<file path="src/rtl/openframe_gpio_cfg_seq.sv">
// Purpose : shadow/live configuration store for openframe GPIO pads with a paced apply sequencer.
// Latency : a shadow write lands at the next edge; pad i goes live (i+1)*STEP_DIV cycles after apply is accepted.
// Backpr. : none; writes while busy or to a nonexistent pad are dropped and flagged on cfg_err.
//
// Ports
//   wb_clk_i, wb_rst_i      : clock, asynchronous active-high reset
//   cfg_we/cfg_addr/wdata   : shadow write port (one 12-bit word per pad)
//   apply_req               : starts copying shadow -> live, one pad every STEP_DIV clocks
//   busy, done, cfg_err     : apply in progress, apply-complete pulse, rejected-write pulse
//   gpio_*                  : per-pad bits of the live words, straight from flops
//   cfg_rdata               : {live, shadow} of cfg_addr, one cycle later (only with GPIO_CFG_READBACK_EN)
//
// Optional feature macro: GPIO_CFG_READBACK_EN
module openframe_gpio_cfg_seq #(
  parameter int NPADS    = 44,
  parameter int STEP_DIV = 4
) (
  input  logic             wb_clk_i,
  input  logic             wb_rst_i,
  input  logic             cfg_we,
  input  logic [5:0]       cfg_addr,
  input  logic [11:0]      cfg_wdata,
  input  logic             apply_req,
  output logic             busy,
  output logic             done,
  output logic             cfg_err,
  output logic [NPADS-1:0] gpio_dm2,
  output logic [NPADS-1:0] gpio_dm1,
  output logic [NPADS-1:0] gpio_dm0,
  output logic [NPADS-1:0] gpio_inp_dis,
  output logic [NPADS-1:0] gpio_ib_mode_sel,
  output logic [NPADS-1:0] gpio_vtrip_sel,
  output logic [NPADS-1:0] gpio_slow_sel,
  output logic [NPADS-1:0] gpio_holdover,
  output logic [NPADS-1:0] gpio_analog_en,
  output logic [NPADS-1:0] gpio_analog_sel,
  output logic [NPADS-1:0] gpio_analog_pol,
  output logic [NPADS-1:0] gpio_oeb
`ifdef GPIO_CFG_READBACK_EN
  ,
  output logic [23:0]      cfg_rdata
`endif
);

  // dm=001 (input), oeb=1 (output driver off), everything else cleared
  localparam logic [11:0] RESET_WORD = 12'h801;
  localparam logic [5:0]  LAST_PAD   = 6'(NPADS - 1);
  localparam logic [7:0]  STEP_LAST  = 8'(STEP_DIV - 1);

  typedef enum logic {
    IDLE = 1'b0,
    STEP = 1'b1
  } state_t;

  state_t      state_q, state_d;
  logic [5:0]  pad_idx_q, pad_idx_d;
  logic [7:0]  step_cnt_q, step_cnt_d;
  logic        done_q, done_d;
  logic        cfg_err_q, cfg_err_d;
  logic [11:0] shadow_q [NPADS];
  logic [11:0] shadow_d [NPADS];
  logic [11:0] live_q   [NPADS];
  logic [11:0] live_d   [NPADS];
  logic        addr_ok;
  logic        wr_ok;

  assign addr_ok = ({26'd0, cfg_addr} < NPADS);
  // Shadow only accepts writes while idle, so an in-flight apply sees a stable image.
  assign wr_ok   = cfg_we && (state_q == IDLE) && addr_ok;

  always_comb begin
    state_d    = state_q;
    pad_idx_d  = pad_idx_q;
    step_cnt_d = step_cnt_q;
    done_d     = 1'b0;
    cfg_err_d  = cfg_we && !wr_ok;
    shadow_d   = shadow_q;
    live_d     = live_q;

    // A write in the same idle cycle as apply_req lands at this edge, well
    // before the first pad copy, so the apply naturally includes it.
    if (wr_ok) begin
      shadow_d[cfg_addr] = cfg_wdata;
    end

    if (state_q == IDLE) begin
      if (apply_req) begin
        state_d    = STEP;
        pad_idx_d  = 6'd0;
        step_cnt_d = 8'd0;
      end
    end else begin
      if (step_cnt_q == STEP_LAST) begin
        step_cnt_d       = 8'd0;
        live_d[pad_idx_q] = shadow_q[pad_idx_q];
        if (pad_idx_q == LAST_PAD) begin
          state_d   = IDLE;
          pad_idx_d = 6'd0;
          done_d    = 1'b1;
        end else begin
          pad_idx_d = pad_idx_q + 6'd1;
        end
      end else begin
        step_cnt_d = step_cnt_q + 8'd1;
      end
    end
  end

  always_ff @(posedge wb_clk_i or posedge wb_rst_i) begin
    if (wb_rst_i) begin
      state_q    <= IDLE;
      pad_idx_q  <= 6'd0;
      step_cnt_q <= 8'd0;
      done_q     <= 1'b0;
      cfg_err_q  <= 1'b0;
      for (int p = 0; p < NPADS; p++) begin
        shadow_q[p] <= RESET_WORD;
        live_q[p]   <= RESET_WORD;
      end
    end else begin
      state_q    <= state_d;
      pad_idx_q  <= pad_idx_d;
      step_cnt_q <= step_cnt_d;
      done_q     <= done_d;
      cfg_err_q  <= cfg_err_d;
      shadow_q   <= shadow_d;
      live_q     <= live_d;
    end
  end

  assign busy    = (state_q == STEP);
  assign done    = done_q;
  assign cfg_err = cfg_err_q;

  for (genvar p = 0; p < NPADS; p++) begin : g_pad
    assign gpio_dm0[p]         = live_q[p][0];
    assign gpio_dm1[p]         = live_q[p][1];
    assign gpio_dm2[p]         = live_q[p][2];
    assign gpio_inp_dis[p]     = live_q[p][3];
    assign gpio_ib_mode_sel[p] = live_q[p][4];
    assign gpio_vtrip_sel[p]   = live_q[p][5];
    assign gpio_slow_sel[p]    = live_q[p][6];
    assign gpio_holdover[p]    = live_q[p][7];
    assign gpio_analog_en[p]   = live_q[p][8];
    assign gpio_analog_sel[p]  = live_q[p][9];
    assign gpio_analog_pol[p]  = live_q[p][10];
    assign gpio_oeb[p]         = live_q[p][11];
  end

`ifdef GPIO_CFG_READBACK_EN
  logic [23:0] cfg_rdata_q, cfg_rdata_d;

  always_comb begin
    cfg_rdata_d = 24'd0;
    if (addr_ok) begin
      cfg_rdata_d = {live_q[cfg_addr], shadow_q[cfg_addr]};
    end
  end

  always_ff @(posedge wb_clk_i or posedge wb_rst_i) begin
    if (wb_rst_i) begin
      cfg_rdata_q <= 24'd0;
    end else begin
      cfg_rdata_q <= cfg_rdata_d;
    end
  end

  assign cfg_rdata = cfg_rdata_q;
`endif

endmodule

</file>
<file path="config.mk">
export PLATFORM = sky130hd
export DESIGN_NAME = openframe_gpio_cfg_seq
export DESIGN_NICKNAME = d
export VERILOG_FILES = /design/src/rtl/openframe_gpio_cfg_seq.sv
export SDC_FILE = /design/constraint.sdc
export NUM_CORES = 2
export LEC_CHECK = 0
export BUFFER_PORTS_ARGS = -buffer_cell sky130_fd_sc_hd__buf_2
export CAP_MARGIN = 40
export CORE_MARGIN = 3
export CORE_UTILIZATION = 45
export CTS_CLUSTER_SIZE = 10
export DETAILED_ROUTE_END_ITERATION = 12
export PLACE_DENSITY = 0.71
export SLEW_MARGIN = 0
export SYNTH_ARGS = -nofsm -noshare
export SYNTH_HDL_FRONTEND = slang
export SYNTH_SLANG_ARGS = --single-unit
</file>
<file path="constraint.sdc">
create_clock -name wb_clk_i -period 38.6 [get_ports wb_clk_i]
set_input_delay 1.93 -clock wb_clk_i [delete_from_list [all_inputs] [get_ports wb_clk_i]]
set_output_delay 1.93 -clock wb_clk_i [all_outputs]
set_load 0.01 [all_outputs]
</file>
==> impl_metrics.yaml <==
floorplanning:
  fp.dieW_um: 320.8
  core_um2: 97420
  die_area_um2: 102900
  fp-row-count: 114
  pin_count: 553
  start_util_pct: 45.77
  die_y_um: 320.8
finish:
  final_area_um2: 52640
  layout.nets: 4166
  post-route-util_pct: 54.03
  drive_gt1_share_pct: 39.66
  area_delta_synth_final_pct: 18.06
  instances_no_fill: 5528
timing:
  setup_tns_ns: 0
  rsz0062_at_grt: "no"
  maxSlewViolCount: 0
  max_freq_mhz: 222.0
  hold_viol_final: 0
  skew_ns: 0.03798
  slew_headroom_pct: 33.79
  period_minus_slack_ns: 4.504
  setup_viol: 0
  setup_ws_ns: 34.10
  worst_slew_pin_slew_ns: 0.9932
  final.period_utilization_pct: 11.67
pwr:
  power.share.sequential_pct: 44.6
  peakVddDrop_uv: 38.81
  intPower_uw: 1914
  clkPwrFrac_pct: 39.3
  leakage_uw: 0.02560
  p_sw_share_pct: 29.32
  powerDensity_nw_per_um2: 51.46
  pwr-share-comb_pct: 16.1
  p_sw_uw: 794.2
critical_path:
  arrival_ns: 5.06
  slowest_delay_ns: 0.81
  crit_family: "simple AND/OR/NAND/NOR gates"
  crit_chain: "buf_4, buf_4, nand2b_1, nor2_1, nand3_1, nand2_1, o21ai_0"
  crit_fanout: 50
  worst_path_most_repeated_cell: "buf_4"
  path_buf_inv: 2
  endpoint_kind: "flop"
  slowest_stage: "nor2_1"
  cp.required_ns: 39.16
  critPathKind: "flop to flop"
  startpoint_type: "flop"
cts:
  cts_made_buffers: 120
  cts_resized: 0
  clkSinkCount: 1073
  cts_tree: "built"
  clock_latency_ns: 0.71
  htree_num_levels: 3
  cts-root-buf: "clkbuf_16"
  postCtsSetupRepairBufs: 0
  clkTransAtPathRegs_ns: 0.06
  cts.path.max_buffers: 3
  holdBufCountCts: 0
global_routing:
  grt_pass1_wl_um: 198400
  grt_usage_pct: 25.22
  grt_max_degree: 169
  antenna_found_initial: 10
  grt_pass1_vias: 31227
  grt_remaining_overflow: 0
placed_design:
  place_inst: 5296
  placed_cell_area_um2: 48990
  io_buffers: 552
  dp_hpwl_um: 89980
  gp_congestion: 0.8418
  pre_cts_ws_ns: 33.54
route:
  drt_first_pass_iters: 6
  drt-vias-per-instance: 5.657
  antenna_left: 0
  wl_um: 132300
  dr_total_vias: 31273
  drtIter0Drc: 2820
  wl_per_cell_um: 23.93
  drc: 0
status:
  outcome: "finished clean"
run:
  maxCapViolCount: 0
yosys:
  syn_nets: 3641
  ys_warn_count: 0
  synth-edff-count: 0
  yosysTopAreaCell: "dfrtp_1"
  ys_types: 72
  ys_seq_area_share_pct: 60.72
  synth.avg_cell_area_um2: 12.33
  synth_area_leaders: "dfrtp_1 50%, mux2_2 15%, dfstp_2 10%"
  synthArstFlopShare_pct: 100.0
  syn_area_um2: 44590
  ys.flop_type: "dfrtp_1"
  synth_top_area_share_pct: 50.35
  postSynthCellCount: 3617
  ys_ff_latch: 1073
hold_path:
  hp-class: "flop to flop"
==> kinds of logic (layout without fill, tap and decap cells) <==
family / Yosys count / count (layout) / share of synthesized area [%]
flip-flops: 1073 / 1073 / 60.72
AND/OR/NAND/NOR: 886 / 886 / 8.714
multiplexers: 705 / 705 / 18.93
AO/OA/AOI/OAI: 678 / 678 / 8.649
buffers and inverters: 273 / 902 / 2.933
adder cells (fa/ha/maj): 2 / 2 / 0.05612
other: 0 / 6 / 0
==> worst paths after layout <==
kind	slack, ns	cells after the start	start	endpoint
setup / recovery	34.10	7	pad_idx_q[2]	gpio_analog_en[20]
hold / removal	0.47	2	gpio_dm1[43]	gpio_dm1[43]
min in group asynchronous	1.28	2	wb_rst_i	gpio_analog_pol[31]
hold reg to reg	0.47	2	gpio_dm1[43]	gpio_dm1[43]
max in group asynchronous	34.40	6	wb_rst_i	gpio_dm1[38]
setup reg to reg	34.10	7	pad_idx_q[2]	gpio_analog_en[20]
==> final cells by class <==
class / count / area, µm²
fill: 8253 / 44780
inverter: 7 / 33.78
antenna: 6 / 15.01
clock buffer: 218 / 3475
timing repair buffer: 669 / 4014
multi-input combinational: 2271 / 16270
sequential: 1073 / 27080
tap: 1276 / 1597
clock inverter: 8 / 153.9
==> metal layers <==
metal / wire length, µm / track usage, % / vias up
li1: - / - / 13767
met1: 52870 / 32.55 / 16143
met2: 65530 / 42.24 / 1044
met3: 7428 / 3.698 / 311
met4: 6430 / 11.69 / 8
met5: 53 / 0 / -
==> stage by stage <==
stage               hold WS [ns]  total power [µW]
floorplan                 0.4730              1484
global placement          0.4486              1640
detailed placement        0.4545              1659
CTS                       0.4771              2718
global route              0.4907              2800
finish                    0.4721              2709
==> synthesized netlist by cell type, drive strengths merged, types with 4 or more instances <==
| cell type | count |
|---|---|
| nand2 | 564 |
| a221oi | 46 |
| nand3 | 43 |
| a22o | 4 |
| nor3 | 17 |
| a22oi | 39 |
| and2 | 15 |
| nand2b | 11 |
| clkbuf | 151 |
| buf | 115 |
| nand3b | 7 |
| a21oi | 100 |
| dfstp | 176 |
| nand4 | 7 |
| o21ai | 430 |
| or3 | 5 |
| o22ai | 19 |
| or2 | 4 |
| o31ai | 7 |
| nor2b | 9 |
| nor2 | 159 |
| inv | 6 |
| a311oi | 4 |
| mux2 | 596 |
| o22a | 6 |
| dfrtp | 897 |
| mux4 | 51 |
| and3 | 9 |
| or3b | 12 |
| o221ai | 8 |
| nor3b | 7 |
| mux2i | 58 |
==> flip-flops by register name, indices dropped and copies added, names as in the netlist <==
name	cells
gpio_vtrip_sel	44
gpio_inp_dis	44
shadow_q	528
pad_idx_q	6
gpio_oeb	44
gpio_analog_en	44
gpio_ib_mode_sel	44
gpio_dm2	44
gpio_analog_sel	44
cfg_err	1
step_cnt_q	8
busy	1
done	1
gpio_dm0	44
gpio_analog_pol	44
gpio_slow_sel	44
gpio_dm1	44
gpio_holdover	44
==> power groups by stage <==
| stage | registers (µW) | logic [µW] | clock network, µW |
|---|---|---|---|
| floorplan | 1210 | 275 | 0 |
| global route | 1210 | 459 | 1130 |
| CTS | 1210 | 435 | 1080 |
| finish | 1210 | 437 | 1060 |
| global placement | 1220 | 416 | 0 |
| detailed placement | 1230 | 434 | 0 |
==> cell usage in the layout, fill, tap and decap left out, types with 5 or more instances in the layout <==
cell,n
a21oi_1,100
a221oi_1,46
a22oi_1,38
and2_1,14
and3_1,9
buf_12,9
buf_16,11
buf_2,557
buf_4,82
buf_6,6
clkbuf_1,91
clkbuf_16,123
dfrtp_1,894
dfstp_2,176
diode_2,6
mux2_2,596
mux2i_1,58
mux4_2,51
nand2_1,564
nand2b_1,11
nand3_1,43
nand3b_1,7
nand4_1,6
nor2_1,152
nor2_2,5
nor2b_1,7
nor3_1,8
nor3_2,7
o21ai_0,429
o221ai_1,8
o22a_1,6
o22ai_1,19
o31ai_1,7
or3b_2,11
==> worst reg2reg max path, delay by kind of cell, from the launching register on <==
| kind | cells | cell delay, ns |
|---|---|---|
| buffers and inverters | 2 | 1.39 |
| AO/OA/AOI/OAI | 1 | 0.12 |
| flip-flops | 1 | 0.66 |
| AND/OR/NAND/NOR | 4 | 2.20 |
(Power assumes the default switching activity.)
